--- src/rtl/maze_generator_param_pkg.sv ---
// Shared constants, FSM encoding and the LFSR step function for the maze generator.
package maze_pkg;

   localparam logic        WALL            = 1'b1;
   localparam logic        FLOOR           = 1'b0;
   localparam logic [15:0] LFSR_POLY       = 16'hB400;
   localparam logic        MODE_BTREE      = 1'b0;
   localparam logic        MODE_SIDEWINDER = 1'b1;

   typedef enum logic [2:0] {
      S_IDLE  = 3'd0,
      S_CLEAR = 3'd1,
      S_CELL  = 3'd2,
      S_CARVE = 3'd3,
      S_DONE  = 3'd4
   } state_e;

   // Right-shifting Galois step: the tap mask is applied when bit 0 shifts out.
   function automatic logic [15:0] lfsr_next(input logic [15:0] s);
      return s[0] ? ({1'b0, s[15:1]} ^ LFSR_POLY) : {1'b0, s[15:1]};
   endfunction

endpackage

--- src/rtl/maze_generator_param_if.sv ---
// Control and tile-read bus between game control (master) and the maze generator (slave).
interface maze_generator_param_if #(
   parameter int SEED_W = 11,
   parameter int ADDR_W = 11
);
   logic              gen_start;
   logic              gen_mode;
   logic [SEED_W-1:0] seed;
   logic [ADDR_W-1:0] rd_addr;
   logic              rd_data;
   logic              busy;
   logic              gen_end;

   modport master (output gen_start, gen_mode, seed, rd_addr,
                   input  rd_data, busy, gen_end);
   modport slave  (input  gen_start, gen_mode, seed, rd_addr,
                   output rd_data, busy, gen_end);
endinterface

--- src/rtl/maze_generator_param_lfsr16.sv ---
// 16-bit Galois LFSR with seed load (an all-zero seed becomes 1) and step enable.
module lfsr16
   import maze_pkg::*;
(
   input  logic        clock,
   input  logic        reset,
   input  logic        load,
   input  logic        step,
   input  logic [15:0] seed,
   output logic [15:0] out
);

   logic [15:0] state_q;
   logic [15:0] state_d;

   // Next state: load wins over step.
   always_comb begin
      state_d = state_q;
      if (load) begin
         state_d = (seed == 16'h0000) ? 16'h0001 : seed;
      end else if (step) begin
         state_d = lfsr_next(state_q);
      end else begin
         state_d = state_q;
      end
   end

   // State register.
   always_ff @(posedge clock) begin
      if (reset) begin
         state_q <= 16'h0001;
      end else begin
         state_q <= state_d;
      end
   end

   assign out = state_q;

endmodule

--- src/rtl/maze_generator_param.sv ---
// Perfect-maze generator: clears the tile RAM to WALL, then carves a spanning tree over the
// even/even cell lattice with binary-tree or sidewinder choices; tiles are read back after completion.
module maze_generator_param
   import maze_pkg::*;
#(
   parameter int WIDTH  = 31,
   parameter int HEIGHT = 41,
   parameter int SEED_W = 11,
   parameter int ADDR_W = $clog2(WIDTH * HEIGHT)
) (
   input logic                    clock,
   input logic                    reset,
   maze_generator_param_if.slave  bus
);

   localparam int DEPTH = WIDTH * HEIGHT;
   localparam int CW    = (WIDTH + 1) / 2;
   localparam int CH    = (HEIGHT + 1) / 2;
   localparam int MW    = (ADDR_W > 16) ? ADDR_W : 16;

   localparam logic [ADDR_W-1:0] ZERO_A   = {ADDR_W{1'b0}};
   localparam logic [ADDR_W-1:0] ONE_A    = {{(ADDR_W-1){1'b0}}, 1'b1};
   localparam logic [ADDR_W-1:0] LAST_CLR = ADDR_W'(DEPTH - 1);
   localparam logic [ADDR_W-1:0] LAST_CX  = ADDR_W'(CW - 1);
   localparam logic [ADDR_W-1:0] LAST_CY  = ADDR_W'(CH - 1);
   localparam logic [ADDR_W:0]   DEPTH_E  = (ADDR_W + 1)'(DEPTH);
   localparam logic [ADDR_W:0]   WIDTH_E  = (ADDR_W + 1)'(WIDTH);

   function automatic logic [ADDR_W-1:0] tile_addr(input logic [ADDR_W-1:0] x,
                                                   input logic [ADDR_W-1:0] y);
      logic [ADDR_W:0] p;
      p = ({1'b0, y} * WIDTH_E) + {1'b0, x};
      return ADDR_W'(p);
   endfunction

   state_e            state_q, state_d;
   logic              mode_q, mode_d;
   logic              busy_q, busy_d;
   logic              gen_end_q, gen_end_d;
   logic              rd_data_q, rd_data_d;
   logic [ADDR_W-1:0] clr_q, clr_d;
   logic [ADDR_W-1:0] cx_q, cx_d;
   logic [ADDR_W-1:0] cy_q, cy_d;
   logic [ADDR_W-1:0] run_q, run_d;
   logic [ADDR_W-1:0] pass_q, pass_d;

   logic [SEED_W-1:0] seed_s;
   logic [15:0]       lfsr_out_s;
   logic              lfsr_load_s;
   logic              wr_en_s;
   logic              wr_data_s;
   logic [ADDR_W-1:0] wr_addr_s;
   logic [ADDR_W-1:0] x2_s, y2_s, span_s, sw_col_s, north_col_s;
   logic [ADDR_W-1:0] cell_addr_s, east_addr_s, north_addr_s, pass_addr_s;
   logic [MW-1:0]     num_s, den_s, rem_s;
   logic              last_col_s, last_row_s, has_pass_s, go_north_s, close_run_s;
   logic [ADDR_W-1:0] nxt_cx_s, nxt_cy_s, nxt_run_s;
   state_e            adv_state_s;
   logic              adv_busy_s, adv_gen_end_s;

   logic mem [DEPTH];

   assign seed_s = bus.seed;

   lfsr16 u_lfsr (
      .clock (clock),
      .reset (reset),
      .load  (lfsr_load_s),
      .step  (busy_q),
      .seed  (16'(seed_s)),
      .out   (lfsr_out_s)
   );

   // Passage choice for the current cell; both algorithms share the shape, sidewinder
   // only differs in which column of the run gets the north opening.
   always_comb begin
      x2_s         = cx_q << 1'b1;
      y2_s         = cy_q << 1'b1;
      last_col_s   = (cx_q == LAST_CX);
      last_row_s   = (cy_q == LAST_CY);
      span_s       = cx_q - run_q + ONE_A;
      num_s        = MW'(lfsr_out_s[15:1]);
      den_s        = MW'(span_s);
      rem_s        = num_s % den_s;
      sw_col_s     = run_q + ADDR_W'(rem_s);
      close_run_s  = (mode_q == MODE_SIDEWINDER);
      north_col_s  = close_run_s ? sw_col_s : cx_q;
      cell_addr_s  = tile_addr(x2_s, y2_s);
      east_addr_s  = tile_addr(x2_s + ONE_A, y2_s);
      north_addr_s = tile_addr(north_col_s << 1'b1, y2_s - ONE_A);
      has_pass_s   = 1'b1;
      go_north_s   = 1'b0;
      if (cy_q == ZERO_A) begin
         has_pass_s = !last_col_s;
      end else if (last_col_s || lfsr_out_s[0]) begin
         go_north_s = 1'b1;
      end else begin
         go_north_s = 1'b0;
      end
      pass_addr_s = go_north_s ? north_addr_s : east_addr_s;
   end

   // Cell advance: row-major walk, finishing after the last cell.
   always_comb begin
      adv_state_s   = S_CELL;
      adv_busy_s    = 1'b1;
      adv_gen_end_s = 1'b0;
      nxt_cx_s      = cx_q + ONE_A;
      nxt_cy_s      = cy_q;
      nxt_run_s     = run_q;
      if (last_col_s) begin
         nxt_cx_s  = ZERO_A;
         nxt_cy_s  = cy_q + ONE_A;
         nxt_run_s = ZERO_A;
         if (last_row_s) begin
            adv_state_s   = S_DONE;
            adv_busy_s    = 1'b0;
            adv_gen_end_s = 1'b1;
         end else begin
            adv_state_s = S_CELL;
         end
      end else begin
         nxt_cx_s = cx_q + ONE_A;
      end
   end

   // Main FSM next-state and RAM write port.
   always_comb begin
      state_d     = state_q;
      mode_d      = mode_q;
      busy_d      = busy_q;
      gen_end_d   = gen_end_q;
      clr_d       = clr_q;
      cx_d        = cx_q;
      cy_d        = cy_q;
      run_d       = run_q;
      pass_d      = pass_q;
      lfsr_load_s = 1'b0;
      wr_en_s     = 1'b0;
      wr_addr_s   = clr_q;
      wr_data_s   = WALL;
      case (state_q)
         S_IDLE, S_DONE: begin
            if (bus.gen_start) begin
               mode_d      = bus.gen_mode;
               lfsr_load_s = 1'b1;
               clr_d       = ZERO_A;
               cx_d        = ZERO_A;
               cy_d        = ZERO_A;
               run_d       = ZERO_A;
               state_d     = S_CLEAR;
               busy_d      = 1'b1;
               gen_end_d   = 1'b0;
            end else begin
               state_d = state_q;
            end
         end
         S_CLEAR: begin
            wr_en_s = 1'b1;
            if (clr_q == LAST_CLR) begin
               state_d = S_CELL;
               cx_d    = ZERO_A;
               cy_d    = ZERO_A;
               run_d   = ZERO_A;
            end else begin
               clr_d = clr_q + ONE_A;
            end
         end
         S_CELL: begin
            wr_en_s   = 1'b1;
            wr_addr_s = cell_addr_s;
            wr_data_s = FLOOR;
            if (has_pass_s) begin
               pass_d  = pass_addr_s;
               state_d = S_CARVE;
               run_d   = (go_north_s && close_run_s) ? (cx_q + ONE_A) : run_q;
            end else begin
               state_d   = adv_state_s;
               busy_d    = adv_busy_s;
               gen_end_d = adv_gen_end_s;
               cx_d      = nxt_cx_s;
               cy_d      = nxt_cy_s;
               run_d     = nxt_run_s;
            end
         end
         S_CARVE: begin
            wr_en_s   = 1'b1;
            wr_addr_s = pass_q;
            wr_data_s = FLOOR;
            state_d   = adv_state_s;
            busy_d    = adv_busy_s;
            gen_end_d = adv_gen_end_s;
            cx_d      = nxt_cx_s;
            cy_d      = nxt_cy_s;
            run_d     = nxt_run_s;
         end
         default: begin
            state_d   = S_IDLE;
            busy_d    = 1'b0;
            gen_end_d = 1'b0;
         end
      endcase
   end

   // Reads are hidden until a generation has completed, so partial mazes never leak out.
   always_comb begin
      rd_data_d = WALL;
      if (gen_end_q && !busy_q && ({1'b0, bus.rd_addr} < DEPTH_E)) begin
         rd_data_d = mem[bus.rd_addr];
      end else begin
         rd_data_d = WALL;
      end
   end

   // Tile RAM write port (contents survive reset).
   always_ff @(posedge clock) begin
      if (wr_en_s) begin
         mem[wr_addr_s] <= wr_data_s;
      end
   end

   // Control and output registers.
   always_ff @(posedge clock) begin
      if (reset) begin
         state_q   <= S_IDLE;
         mode_q    <= MODE_BTREE;
         busy_q    <= 1'b0;
         gen_end_q <= 1'b0;
         rd_data_q <= WALL;
         clr_q     <= ZERO_A;
         cx_q      <= ZERO_A;
         cy_q      <= ZERO_A;
         run_q     <= ZERO_A;
         pass_q    <= ZERO_A;
      end else begin
         state_q   <= state_d;
         mode_q    <= mode_d;
         busy_q    <= busy_d;
         gen_end_q <= gen_end_d;
         rd_data_q <= rd_data_d;
         clr_q     <= clr_d;
         cx_q      <= cx_d;
         cy_q      <= cy_d;
         run_q     <= run_d;
         pass_q    <= pass_d;
      end
   end

   assign bus.rd_data = rd_data_q;
   assign bus.busy    = busy_q;
   assign bus.gen_end = gen_end_q;

endmodule
--- src/flat_wrapper.sv ---
// flat-port wrapper written by rule: the top's interface ports become plain ports
module maze_generator_param_flat import maze_pkg::*;
#(
   parameter int WIDTH  = 31,
   parameter int HEIGHT = 41,
   parameter int SEED_W = 11,
   parameter int ADDR_W = $clog2(WIDTH * HEIGHT)
)
  (clock, reset, bus_gen_start, bus_gen_mode, bus_seed, bus_rd_addr, bus_rd_data, bus_busy, bus_gen_end);
  maze_generator_param_if #(.SEED_W(SEED_W), .ADDR_W(ADDR_W)) bus_i ();
  input logic clock;
  input logic reset;
  input wire logic [$bits(bus_i.gen_start)-1:0] bus_gen_start;
  input wire logic [$bits(bus_i.gen_mode)-1:0] bus_gen_mode;
  input wire logic [$bits(bus_i.seed)-1:0] bus_seed;
  input wire logic [$bits(bus_i.rd_addr)-1:0] bus_rd_addr;
  output wire logic [$bits(bus_i.rd_data)-1:0] bus_rd_data;
  output wire logic [$bits(bus_i.busy)-1:0] bus_busy;
  output wire logic [$bits(bus_i.gen_end)-1:0] bus_gen_end;
  assign bus_i.gen_start = bus_gen_start;
  assign bus_i.gen_mode = bus_gen_mode;
  assign bus_i.seed = bus_seed;
  assign bus_i.rd_addr = bus_rd_addr;
  assign bus_rd_data = bus_i.rd_data;
  assign bus_busy = bus_i.busy;
  assign bus_gen_end = bus_i.gen_end;
  maze_generator_param #(.WIDTH(WIDTH), .HEIGHT(HEIGHT), .SEED_W(SEED_W), .ADDR_W(ADDR_W)) u_core (.clock(clock), .reset(reset), .bus(bus_i));
endmodule
--- config.mk ---
export PLATFORM = sky130hd
export DESIGN_NAME = maze_generator_param_flat
export DESIGN_NICKNAME = d
export VERILOG_FILES = /design/src/rtl/maze_generator_param_pkg.sv /design/src/rtl/maze_generator_param_if.sv /design/src/rtl/maze_generator_param_lfsr16.sv /design/src/rtl/maze_generator_param.sv /design/src/flat_wrapper.sv
export SDC_FILE = /design/constraint.sdc
export NUM_CORES = 2
export LEC_CHECK = 0
export CAP_MARGIN = 20
export CORE_MARGIN = 2
export CORE_UTILIZATION = 45
export DETAILED_ROUTE_END_ITERATION = 10
export HOLD_SLACK_MARGIN = 0.12
export MAX_ROUTING_LAYER = met4
export PLACE_DENSITY = 0.58
export SYNTH_ARGS = -nofsm -noshare
export SYNTH_HDL_FRONTEND = slang
export SYNTH_SLANG_ARGS = --single-unit
--- constraint.sdc ---
create_clock -name clock -period 49.3 [get_ports clock]
set_input_delay 14.79 -clock clock [delete_from_list [all_inputs] [get_ports clock]]
set_output_delay 14.79 -clock clock [all_outputs]
set_load 0.01 [all_outputs]
==> results.yml <==
outcome:
  status: "finished, final reports clean"
synthesis:
  ys_types: 96
  synthTopCellsByArea: "edfxtp_1 (56%), mux4_2 (13%), nor2_1 (8.2%)"
  synth_edf_count: 1271
  yosysTopAreaCell: "edfxtp_1"
  yosysMostFrequentCell: "nor2_1"
  yosys-top-cells-count: "nor2_1 (1479), edfxtp_1 (1271), mux4_2 (390)"
  synth_ff_type: "edfxtp_1"
  synth.avg_cell_area_um2: 12.9
  synth_warnings: 0
  syn-cell-area_um2: 68000
  ys_seq_area_share_pct: 58.4
  synth_top_area_share_pct: 56.1
  synthCells: 5272
  syn-num-nets: 5542
  synthArstFlopShare_pct: 0
  ys_ff_latch: 1349
worst_setup_path:
  cp-start-kind: "flop"
  cp-end-kind: "flop"
  cp_slowest_cell: "a2111oi_0"
  critPathBufInv: 9
  cp_max_fo: 21
  cp.arrival_ns: 41.16
  path_class: "reg2reg"
  cpPeakStageDelay_ns: 0.63
  cpMostUsedCell: "a21oi_1"
  cp_top_family: "compound AO/OA/AOI/OAI gates"
  required_ns: 49.95
sta:
  whs_ns: 0.453
  max_slew_margin_pct: 22.6
  drv_slew: 0
  setup_viol: 0
  clock-skew-final_ns: 0.0431
  fin_crit_sh_pct: 82.2
  finalCriticalPeriod_ns: 40.51
  rsz0062_at_grt: "no"
  fmax_mhz: 24.7
  finalSetupTns_ns: 0
  worst_pin_slew_ns: 1.15
  final-hold-violation-count: 0
min_path:
  hp-class: "reg2reg"
cts:
  htreeDepth: 4
  clk_pin_slew_ns: 0.06
  cts_tree: "done"
  root_buffer: "clkbuf_16"
  clkLatencyLatePin_ns: 0.78
  clkSinkCount: 1349
  cts_made_buffers: 149
  clk_path_buf_depth: 3
  post_cts_buffers: 0
  cts_hold_buf: 0
  post_cts_resize_count: 0
drt:
  antenna_left: 0
  num_vias: 42800
  drc: 0
  first_pass_iters: 6
  wl_um: 181000
  drt_iter0_markers: 4773
  avgRoutedWirePerCell_um: 24.9
  vias_per_cell: 5.90
final_layout:
  stdcell_count: 7256
  nNetsFinal: 5395
  final_core_util_pct: 50.4
  area_growth_pct: 11.0
  drive_gt1_share_pct: 15.2
floorplanning:
  io_pins: 29
  start_util_pct: 45.4
  die_h_um: 393
  die-area_um2: 154000
  coreArea_um2: 150000
  rows: 142
  die_w_um: 393
placement:
  numPortBuffers: 28
  gp_congestion: 0.864
  dp_cells: 6959
  hpwl_um: 97200
flow_run:
  max_cap_viol_count: 0
grt:
  overflow: 0
  grt_max_degree: 182
  first_global_vias: 42200
  track_usage_pct: 24.2
  grt_pass1_wl_um: 268000
  antenna_found_initial: 3
[layer usage]
metal | GRT usage (%) | routed length, um | share of wire [%] | vias up
met5 | - | 0 | 0 | -
met4 | 6.00 | 3930 | 2.2 | 0
met3 | 3.31 | 11600 | 6.4 | 254
met2 | 38.2 | 86600 | 48 | 1404
met1 | 33.4 | 78600 | 44 | 22100
li1 | - | - | - | 19000
[logic make-up after synthesis]
| group | Yosys count | share of synthesized area (%) |
|---|---|---|
| XOR/XNOR | 152 | 1.96 |
| adder cells (fa/ha/maj) | 245 | 4.99 |
| buffers and inverters | 538 | 3.02 |
| AND/OR/NAND/NOR | 1959 | 11.8 |
| AO/OA/AOI/OAI | 531 | 5.30 |
| multiplexers | 497 | 14.6 |
| flip-flops | 1349 | 58.4 |
| other | 1 | 0.00551 |
[worst reg2reg max path, delay by kind of cell, from the launching register on]
kind                     cells  cell delay, ns
AND/OR/NAND/NOR             38           10.21
adder cells (fa/ha/maj)     22            7.31
multiplexers                 6            1.82
buffers and inverters        9            0.92
AO/OA/AOI/OAI               86           19.33
XOR/XNOR                     3            0.42
flip-flops                   1            0.42
[metrics by stage]
step	setup slack [ns]	area (um^2)
3_3_place_gp	10.31	69900
3_5_place_dp	9.30	70000
6_report	8.79	75500
5_1_grt	5.43	75500
4_1_cts	9.15	74700
2_1_floorplan	14.10	68000
[final timing paths]
kind | slack [ns] | endpoint | cells after the start | from
worst max-delay path | 8.79 | u_core.pass_q[10] | 164 | u_core.cx_q[1]
worst max register to register | 8.79 | u_core.pass_q[10] | 164 | u_core.cx_q[1]
worst min-delay path | 0.45 | u_core.pass_q[1] | 2 | u_core.pass_q[1]
worst min register to register | 0.45 | u_core.pass_q[1] | 2 | u_core.pass_q[1]
[area by class of cell]
type | count | area [um^2]
Clock buffer | 189 | 3980
Multi-Input combinational cell | 3385 | 26500
Fill cell | 13100 | 74400
Tap cell | 2016 | 2520
Antenna cell | 2 | 5.00
Inverter | 119 | 454
Timing Repair Buffer | 121 | 1590
Sequential cell | 1349 | 39700
Clock inverter | 75 | 772
[layout by cell type, fill, tap and decap left out, types with 43 or more instances in the layout]
| cell type | count |
|---|---|
| xnor2_1 | 100 |
| nand2_1 | 186 |
| mux4_2 | 390 |
| clkbuf_16 | 153 |
| o21a_1 | 43 |
| edfxtp_1 | 1271 |
| ha_1 | 200 |
| fa_1 | 44 |
| nor2_1 | 1478 |
| a21oi_1 | 130 |
| xor2_1 | 52 |
| inv_1 | 117 |
| buf_4 | 61 |
| a21o_1 | 46 |
| nor3_1 | 57 |
| o21ai_0 | 93 |
| mux2i_1 | 78 |
| dfxtp_1 | 78 |
[sequential cells by signal, summed over array words and instances (netlist names)]
signal	flops
u_core.bus.busy	1
u_core.bus.gen_end	1
u_core.bus.rd_data	1
u_core.close_run_s	1
u_core.clr_q	11
u_core.cx_q	11
u_core.cy_q	11
u_core.mem	1271
u_core.pass_q	11
u_core.run_q	11
u_core.state_q	3
u_core.u_lfsr.out	16
Power is left out: the tool's default activity adds up to more than one toggle a clock period on the data nets, which glitch-free logic cannot reach.
